$ cat config.mk
export PLATFORM = sky130hd
export DESIGN_NAME = aes_block_assembler
export DESIGN_NICKNAME = d
export VERILOG_FILES = /design/src/rtl/aes_pkg.sv /design/src/rtl/aes_idle_timer.sv /design/src/rtl/aes_block_assembler.sv
export SDC_FILE = /design/constraint.sdc
export NUM_CORES = 1
export LEC_CHECK = 0
export ABC_CLOCK_PERIOD_IN_PS = 1750
export BUFFER_PORTS_ARGS = -buffer_cell sky130_fd_sc_hd__buf_2
export CAP_MARGIN = 25
export CORE_ASPECT_RATIO = 0.75
export CORE_MARGIN = 10
export CORE_UTILIZATION = 47
export DETAILED_ROUTE_END_ITERATION = 8
export GPL_ROUTABILITY_DRIVEN = 0
export PLACE_DENSITY_LB_ADDON = 0.05
export SYNTH_ARGS = -nofsm -noshare
export SYNTH_HDL_FRONTEND = slang
export SYNTH_SLANG_ARGS = --single-unit
$ cat constraint.sdc
create_clock -name clk -period 1.75 [get_ports clk]
set_input_delay 0.35 -clock clk [delete_from_list [all_inputs] [get_ports clk]]
set_output_delay 0.35 -clock clk [all_outputs]
set_load 0.03 [all_outputs]
$ cat src/rtl/aes_pkg.sv
// Shared AES datapath constants and types for the byte assembler and splitter.
package aes_pkg;

    localparam int unsigned AES_BYTE_W    = 8;
    localparam int unsigned AES_NUM_BYTES = 16;
    localparam int unsigned AES_BLOCK_W   = AES_BYTE_W * AES_NUM_BYTES;

    typedef logic [AES_BLOCK_W-1:0] aes_block_t;

    typedef enum logic [0:0] {
        FILL = 1'b0,
        HOLD = 1'b1
    } asm_state_e;

endpackage : aes_pkg

$ cat src/rtl/aes_idle_timer.sv
// Loadable idle down-counter: reloads on clr or while disabled, flags expiry
// combinationally on the last idle cycle.
module aes_idle_timer #(
    parameter int unsigned CYCLES = 1024
) (
    input  logic clk,
    input  logic rst_n,
    input  logic en,
    input  logic clr,
    output logic expire_c
);

    localparam int unsigned TW = (CYCLES > 1) ? $clog2(CYCLES) : 1;
    localparam logic [TW-1:0] LOAD = TW'(CYCLES - 1);

    logic [TW-1:0] cnt;

    always_ff @(posedge clk or negedge rst_n) begin
        if (!rst_n) begin
            cnt <= LOAD;
        end else if (clr || !en) begin
            cnt <= LOAD;
        end else if (cnt != '0) begin
            cnt <= cnt - TW'(1);
        end
    end

    assign expire_c = en && !clr && (cnt == '0);

endmodule : aes_idle_timer

$ cat src/rtl/aes_block_assembler.sv
// Collects a byte stream into one AES block (first byte in bits [7:0]) behind valid/ready.
// Optional partial-block idle timeout enabled by defining AES_ASM_TIMEOUT_EN.
module aes_block_assembler
    import aes_pkg::*;
#(
    parameter int unsigned BYTE_W         = AES_BYTE_W,
    parameter int unsigned NUM_BYTES      = AES_NUM_BYTES,
    parameter int unsigned TIMEOUT_CYCLES = 1024
) (
    input  logic                        clk,
    input  logic                        rst_n,
    input  logic [BYTE_W-1:0]           byte_in,
    input  logic                        byte_valid,
    output logic                        byte_ready,
    output logic [BYTE_W*NUM_BYTES-1:0] block_out,
    output logic                        block_valid,
    input  logic                        block_ready,
    input  logic                        flush,
    output logic [$clog2(NUM_BYTES):0]  byte_count,
    output logic                        err_timeout
);

    localparam int unsigned BLOCK_W = BYTE_W * NUM_BYTES;
    localparam int unsigned CNT_W   = $clog2(NUM_BYTES) + 1;
    localparam logic [CNT_W-1:0] LAST_IDX = CNT_W'(NUM_BYTES - 1);

    if (TIMEOUT_CYCLES < 2) begin : g_bad_timeout
        $error("aes_block_assembler: TIMEOUT_CYCLES must be at least 2");
    end

    asm_state_e         state_q, state_d;
    logic               accept_c;
    logic               timeout_c;
    logic [CNT_W-1:0]   count_d;
    logic [BLOCK_W-1:0] block_d;
    logic               ready_d, valid_d, err_d;

    // byte_ready is registered so it stays low through reset
    assign accept_c = (state_q == FILL) && byte_valid && byte_ready && !flush;

`ifdef AES_ASM_TIMEOUT_EN
    aes_idle_timer #(
        .CYCLES (TIMEOUT_CYCLES)
    ) u_idle_timer (
        .clk      (clk),
        .rst_n    (rst_n),
        .en       ((state_q == FILL) && (byte_count != '0)),
        .clr      (accept_c || flush),
        .expire_c (timeout_c)
    );
`else
    assign timeout_c = 1'b0;
`endif

    always_ff @(posedge clk or negedge rst_n) begin
        if (!rst_n) begin
            state_q <= FILL;
        end else begin
            state_q <= state_d;
        end
    end

    always_comb begin
        state_d = state_q;
        case (state_q)
            FILL: if (accept_c && (byte_count == LAST_IDX)) state_d = HOLD;
            HOLD: if (block_ready) state_d = FILL;
            default: state_d = FILL;
        endcase
    end

    // Next values for the registered outputs; flush beats a same-cycle byte
    always_comb begin
        count_d = byte_count;
        block_d = block_out;
        err_d   = 1'b0;
        ready_d = (state_d == FILL);
        valid_d = (state_d == HOLD);
        case (state_q)
            FILL: begin
                if (flush) begin
                    count_d = '0;
                end else if (accept_c) begin
                    for (int unsigned i = 0; i < NUM_BYTES; i++) begin
                        if (byte_count == CNT_W'(i)) begin
                            block_d[i*BYTE_W +: BYTE_W] = byte_in;
                        end
                    end
                    count_d = byte_count + CNT_W'(1);
                end else if (timeout_c) begin
                    count_d = '0;
                    err_d   = 1'b1;
                end
            end
            HOLD: begin
                if (block_ready) count_d = '0;
            end
            default: count_d = '0;
        endcase
    end

    always_ff @(posedge clk or negedge rst_n) begin
        if (!rst_n) begin
            byte_count  <= '0;
            block_out   <= '0;
            byte_ready  <= 1'b0;
            block_valid <= 1'b0;
            err_timeout <= 1'b0;
        end else begin
            byte_count  <= count_d;
            block_out   <= block_d;
            byte_ready  <= ready_d;
            block_valid <= valid_d;
            err_timeout <= err_d;
        end
    end

endmodule : aes_block_assembler

==> results of run 1 <==
-- worst min-delay path, delay by kind of cell --
kind / cells / cell delay (ps)
buf+inv: 1 / 80
simple gates: 3 / 200
-- synth_stat cells --
library cell	instances
a311oi_1	1
buf_2	3
ha_1	5
o311ai_0	1
nand2b_1	3
nand4bb_1	1
clkbuf_1	8
mux2_2	129
nand2_1	5
o21ai_0	2
nor4_4	3
a21oi_1	1
inv_1	4
nor4b_4	1
a22o_1	1
nor3_2	3
buf_6	2
conb_1	1
nand4b_2	3
or4_1	1
dfrtp_1	135
nand3_1	1
nor2b_1	4
nand2_2	1
nor2_1	1
and3_1	1
and4bb_2	1
buf_4	3
and2b_1	1
nand4b_4	5
o2bb2ai_1	1
a21o_1	1
-- repair_timing --
| action | 4_1_cts | 5_1_grt |
|---|---|---|
| hold endpoints to repair | 33 | 0 |
| endpoints found under the setup margin | 22 | 111 |
| cloned | 0 | 1 |
| pin swaps | 0 | 4 |
| gates resized for setup | 3 | 36 |
| buffers inserted | 0 | 6 |
| hold buffers | 1 | 0 |
-- worst max-delay path by stage --
stage,endpoint,depth (start not counted),from
2_1_floorplan,block_out[24],4,block_valid
3_3_place_gp,block_out[30],6,flush
3_5_place_dp,block_out[25],6,flush
4_1_cts,block_out[3],5,block_valid
5_1_grt,block_out[20],5,block_valid
6_report,block_out[31],5,block_valid
-- where the power goes --
| part | total, mW | leakage, nW | internal (mW) | switching [mW] |
|---|---|---|---|---|
| Clock | 3.52 | 0.278 | 2.25 | 1.27 |
| Combinational | 1.31 | 2.10 | 0.481 | 0.824 |
| Sequential | 3.48 | 1.82 | 3.35 | 0.136 |
| Total | 8.31 | 4.20 | 6.07 | 2.23 |
-- area by class of cell --
type | instances | area, sq um
clock inverters | 9 | 129
multi-input cells | 178 | 2180
clock buffers | 20 | 447
repair buffers | 176 | 1070
inverters | 4 | 15.0
well taps | 144 | 180
flip-flops and latches | 135 | 3380
fillers | 878 | 4080
-- routing by layer --
layer  part of all wire  track usage  vias to the layer above
li1                   -            -                     1552
met1               0.44        0.229                     1846
met2               0.48        0.277                       90
met3              0.075       0.0739                        8
met4             0.0079       0.0524                        0
met5                  0            0                        -
-- cells by family after synthesis --
logic type | after synthesis | share of synthesized area
other | 1 | 0.000686
DFF | 135 | 0.618
muxes | 129 | 0.266
adders and majority gates | 5 | 0.0114
AOI/OAI and AO/OA | 8 | 0.0105
and+or+nand+nor | 35 | 0.0740
buffers and inverters | 20 | 0.0192
-- placed cells by master (no fill, tap or decap), types with 3 or more instances in the layout --
| master | n |
|---|---|
| mux2_4 | 25 |
| buf_12 | 7 |
| clkbuf_16 | 17 |
| buf_4 | 15 |
| bufinv_16 | 3 |
| clkinv_2 | 3 |
| buf_6 | 5 |
| dfrtp_2 | 5 |
| nor3_2 | 3 |
| nand2_1 | 5 |
| nand4b_4 | 8 |
| ha_4 | 3 |
| buf_2 | 147 |
| mux2_2 | 104 |
| dfrtp_1 | 130 |
| nor4_4 | 3 |
-- sequential cells by signal (all words and copies together) (netlist names) --
name / flops
block_out: 128
block_valid: 1
byte_count: 5
byte_ready: 1
==> metrics.md, run 1 <==
| Metric | Value |
|---|---|
| Outcome | `complete, no violations` |
| Reg2Reg Depth | `5` |
| Final ANT Viol Nets | `0` |
| Distinct cells, synth | `32` |
| Hold Slack | `266 ps` |
| Clock sinks | `135` |
| WHS Path Cells | `4` |
| Placed cell count | `629` |
| Seq/Total Area, Yosys | `0.618` |
| DP Worst Slack | `-24.7 ps` |
| Root buffer cell | `clkbuf_16` |
| Crit end category | `flop` |
| Util after Layout | `0.645` |
| Crit path cell chain | `nand4bb_4 -> buf_8 -> nor4b_4 -> buf_6 -> mux2_2` |
| Critical path fanouts, max | `8` |
| Post-synthesis area per instance | `16.4 sq um` |
| Max Cap Violations | `0` |
| Clock skew | `5.83 ps` |
| Start point of the worst hold path | `block_ready` |
| Worst R2R Start | `block_valid` |
| Grt total ovfl | `0` |
| Clk buf depth | `2` |
| Fin crit share | `0.989` |
| Slew Viols, Final | `0` |
| Synth Cell Area | `5460 sq um` |
| Die W | `145 um` |
| Synth area leader | `dfrtp_1` |
| Post-DP HPWL | `9980 um` |
| Global-route wire length before repair | `22300 um` |
| Final Setup Violations | `0` |
| Crit path kind | `flop to flop` |
| Yosys top cell area share | `0.618` |
| Starting Density | `0.476` |
| Worst-path clk slew | `50 ps` |
| Routed via count | `3496` |
| Nets | `530` |
| #FFs+latches synth | `135` |
| Synth Instances | `333` |
| CP arrival | `2030 ps` |
| CP max-delay cell | `dfrtp_2` |
| DRC Markers | `0` |
| Core footprint | `11500 sq um` |
| Total wire length | `14500 um` |
| Min setup slack post-route | `19.1 ps` |
| Startpoint types | `flop` |
| Die ar. | `16400 sq um` |
| Pin count of the biggest net entering global routing | `47` |
| Die H | `113 um` |
| Syn. warnings | `0` |
| Hold WC Path Type | `input port to flop` |
| Worst-Skew Late Latency | `410 ps` |
| CP delay by family, top | `simple AND/OR/NAND/NOR gates` |
| Hold Vio Cnt, Final | `0` |
| Cell leakage power | `4.20 nW` |
| Area after DPL | `6590 sq um` |
| Initial antenna violation count | `0` |
| CP peak stage delay | `430 ps` |
| Max Freq | `0.578 GHz` |
| CP Data Required Time | `2040 ps` |
| H-tree depth | `4` |
| Finished Layout Cells | `666` |
| # IOs | `149` |
| Worst VDD drop | `0.690 mV` |
| DRT iter0 DRCs | `172` |
| Vias per cell | `5.25` |
| Fraction of layout cells with a size suffix above 1 | `0.695` |
| Row count | `34` |
| Power Density | `1120 nW/um^2` |
| Number of port buffers | `147` |
| Vias in the first global route | `3816` |
| Syn_nets | `351` |
| Synth top area cells | `dfrtp_1, mux2_2, nand4b_4, nor4_4, ha_1` |
| Gr usage total | `0.180` |
| Design area | `7410 sq um` |
| RSZ-0062 raised after global routing | `true` |
| R2R Path End | `block_out[31]` |
| Area growth, synth to finish | `35.6%` |
| TNS Setup | `0 ps` |
| CP bufs+invs | `2` |
| ANT cells | `0` |
| Drt pass-1 iters | `4` |
| Hold endpoint | `byte_count[3]` |
| Avg WL per Cell | `21.7 um` |
| Total power | `8.31 mW` |
| Total CTS buffers | `17` |
| CTS tree | `done` |
| Fin crit period | `1730 ps` |
| R2R Setup Slk | `20 ps` |
No activity file was read; power rests on OpenSTA's default activity.
==> run 2, diff against run 1 <==
--- a/config.mk
+++ b/config.mk
@@ -6,12 +6,12 @@
 export NUM_CORES = 1
 export LEC_CHECK = 0
 export ABC_CLOCK_PERIOD_IN_PS = 1750
-export BUFFER_PORTS_ARGS = -buffer_cell sky130_fd_sc_hd__buf_2
 export CAP_MARGIN = 25
 export CORE_ASPECT_RATIO = 0.75
 export CORE_MARGIN = 10
-export CORE_UTILIZATION = 47
+export CORE_UTILIZATION = 50
 export DETAILED_ROUTE_END_ITERATION = 8
+export DONT_BUFFER_PORTS = 1
 export GPL_ROUTABILITY_DRIVEN = 0
 export PLACE_DENSITY_LB_ADDON = 0.05
 export SYNTH_ARGS = -nofsm -noshare
==> metrics.md, run 2 (synthesized netlist as in run 1, its figures left out) <==
| Metric | Value |
|---|---|
| Clk buf depth | `2 (unchanged)` |
| Max Cap Violations | `0 (unchanged)` |
| Grt total ovfl | `0 (unchanged)` |
| Crit end category | `flop` |
| CP Data Required Time | `2040 ps (about the same)` |
| Startpoint types | `flop` |
| Worst VDD drop | `0.875 mV (+27%)` |
| Hold Slack | `-362 ps (-629 ps)` |
| Crit path kind | `flop to flop` |
| Core footprint | `10500 sq um (-8.7%)` |
| Clock skew | `9.39 ps (+3.56 ps)` |
| Outcome | `finished, violations left` |
| Critical path fanouts, max | `8 (unchanged)` |
| Avg WL per Cell | `25.8 um (+19%)` |
| CP startpoint | `byte_count[1]` |
| Number of port buffers | `0 (-100%)` |
| Gr usage total | `0.168 (-0.0122)` |
| Top Registers | `block_out (128), byte_count (5)` |
| Worst-Skew Late Latency | `410 ps (about the same)` |
| R2R Path End | `block_out[85]` |
| Final Setup Violations | `0 (unchanged)` |
| RSZ-0062 raised after global routing | `true` |
| Area growth, synth to finish | `20.5%` |
| Worst-path clk slew | `60 ps (about the same)` |
| Initial antenna violation count | `0 (unchanged)` |
| DRT iter0 DRCs | `154 (-10%)` |
| Routed via count | `2881 (-18%)` |
| Hold Vio Cnt, Final | `135 (+135)` |
| Die H | `111 um (-2.5%)` |
| Most common cell after layout, fill and taps aside | `dfrtp_1` |
| Fin crit period | `1700 ps (-29.7 ps)` |
| Total wire length | `13400 um (-7.5%)` |
| Vias in the first global route | `3165 (-17%)` |
| Total power | `7.91 mW (-4.8%)` |
| Max Freq | `0.588 GHz (+1.7%)` |
| Nets | `387 (-27%)` |
| Row count | `32 (-5.9%)` |
| Die ar. | `15600 sq um (-5.1%)` |
| Cell leakage power | `3.41 nW (-19%)` |
| # IOs | `149 (unchanged)` |
| R2R Setup Slk | `50 ps (+30 ps)` |
| Vias per cell | `5.56 (+6.0%)` |
| Die W | `141 um (-2.6%)` |
| H-tree depth | `4 (unchanged)` |
| Power Density | `1200 nW/um^2 (+7.1%)` |
| Commonest non-fill, non-tap cells in the layout | `dfrtp_1, mux2_2, buf_4` |
| Global-route wire length before repair | `20100 um (-9.6%)` |
| CTS tree | `done` |
| Util after Layout | `0.628 (-0.0171)` |
| Drt pass-1 iters | `4 (unchanged)` |
| Final ANT Viol Nets | `0 (unchanged)` |
| Starting Density | `0.521 (+0.0452)` |
| Total CTS buffers | `17 (unchanged)` |
| CP arrival | `1990 ps (-40 ps)` |
| Fin crit share | `0.972 (-0.0170)` |
| Post-DP HPWL | `9210 um (-7.7%)` |
| Max FFs per register | `128 (unchanged)` |
| Hold WC Path Type | `input port to asynchronous set/reset pin` |
| Pin count of the biggest net entering global routing | `136 (+190%)` |
| Slew Viols, Final | `0 (unchanged)` |
| Reg with most FFs | `block_out` |
| ANT cells | `0 (unchanged)` |
| Reg2Reg Depth | `6 (+1)` |
| DRC Markers | `0 (unchanged)` |
| Violated checks | `negative hold slack` |
| Root buffer cell | `clkbuf_16` |
| Worst R2R Start | `byte_count[1]` |
| Clock sinks | `135 (unchanged)` |
| Fraction of layout cells with a size suffix above 1 | `0.581 (-0.114)` |
-- run 2: cell count changes in the layout (fill, tap and decap cells not counted), sizes merged --
cell / before / now
buf: 175 / 33
bufinv: 3 / 2
clkbuf: 20 / 21
clkinv: 4 / 5
clkinvlp: 2 / 3
dlygate4sd3: 1 / 0
inv: 4 / 5
-- run 2: worst max path at each step --
| stage | end | cells after the start | slack [ps] |
|---|---|---|---|
| 5_1_grt | block_out[74] | 7 | -20 |
| 3_5_place_dp | block_out[121] | 5 | 2 |
| 2_1_floorplan | block_out[24] | 4 | -70 |
| 6_report | block_out[85] | 6 | 50 |
| 3_3_place_gp | block_out[126] | 5 | 50 |
| 4_1_cts | block_out[121] | 5 | 0.3 |
-- run 2: worst max-delay path: stages, from the launching register on --
cell,delay (ps)
dfrtp_2,450
buf_4,150
ha_2,170
nor2b_1,120
buf_4,160
nand4b_4,170
mux2_2,360
-- run 2: per-stage QoR --
stage,TNS (ps),std cells,cell area [sq um],hold slack [ps],worst slack (ps)
2_1_floorplan,-2680,333,5530,54.4,-73.9
3_3_place_gp,0,481,5880,58.7,47.0
3_5_place_dp,0,481,5880,58.7,1.60
4_1_cts,0,514,6470,-377,0.337
5_1_grt,-225,518,6590,-384,-24.1
6_report,0,518,6590,-362,48.7
-- run 2: area by class of cell --
type / instances / area (sq um)
tap: 136 / 170
multi-input combinational: 178 / 2100
clock inverter: 11 / 124
sequential: 135 / 3380
clock buffer: 21 / 460
timing repair buffer: 33 / 334
fill: 781 / 3900
inverter: 4 / 17.5
-- run 2: power breakdown --
part | internal [mW] | switching, mW | total (mW)
logic | 0.299 | 0.147 | 0.446
registers | 3.34 | 0.639 | 3.98
clock network | 2.17 | 1.31 | 3.48
-- run 2: layer usage --
metal  vias to the layer above  wire length (um)  track usage
met3                        11              1510       0.0987
met5                         -                 0            0
met4                         0               106       0.0451
met1                      1516              5430        0.195
met2                        91              6330        0.259
li1                       1263                 -            -
-- run 2: repair_timing --
action	in CTS	in global routing
gates resized for setup	0	23
setup buffers	1	4
endpoints found under the setup margin	1	102
pin swaps	0	1
endpoints found under the hold margin	135	135
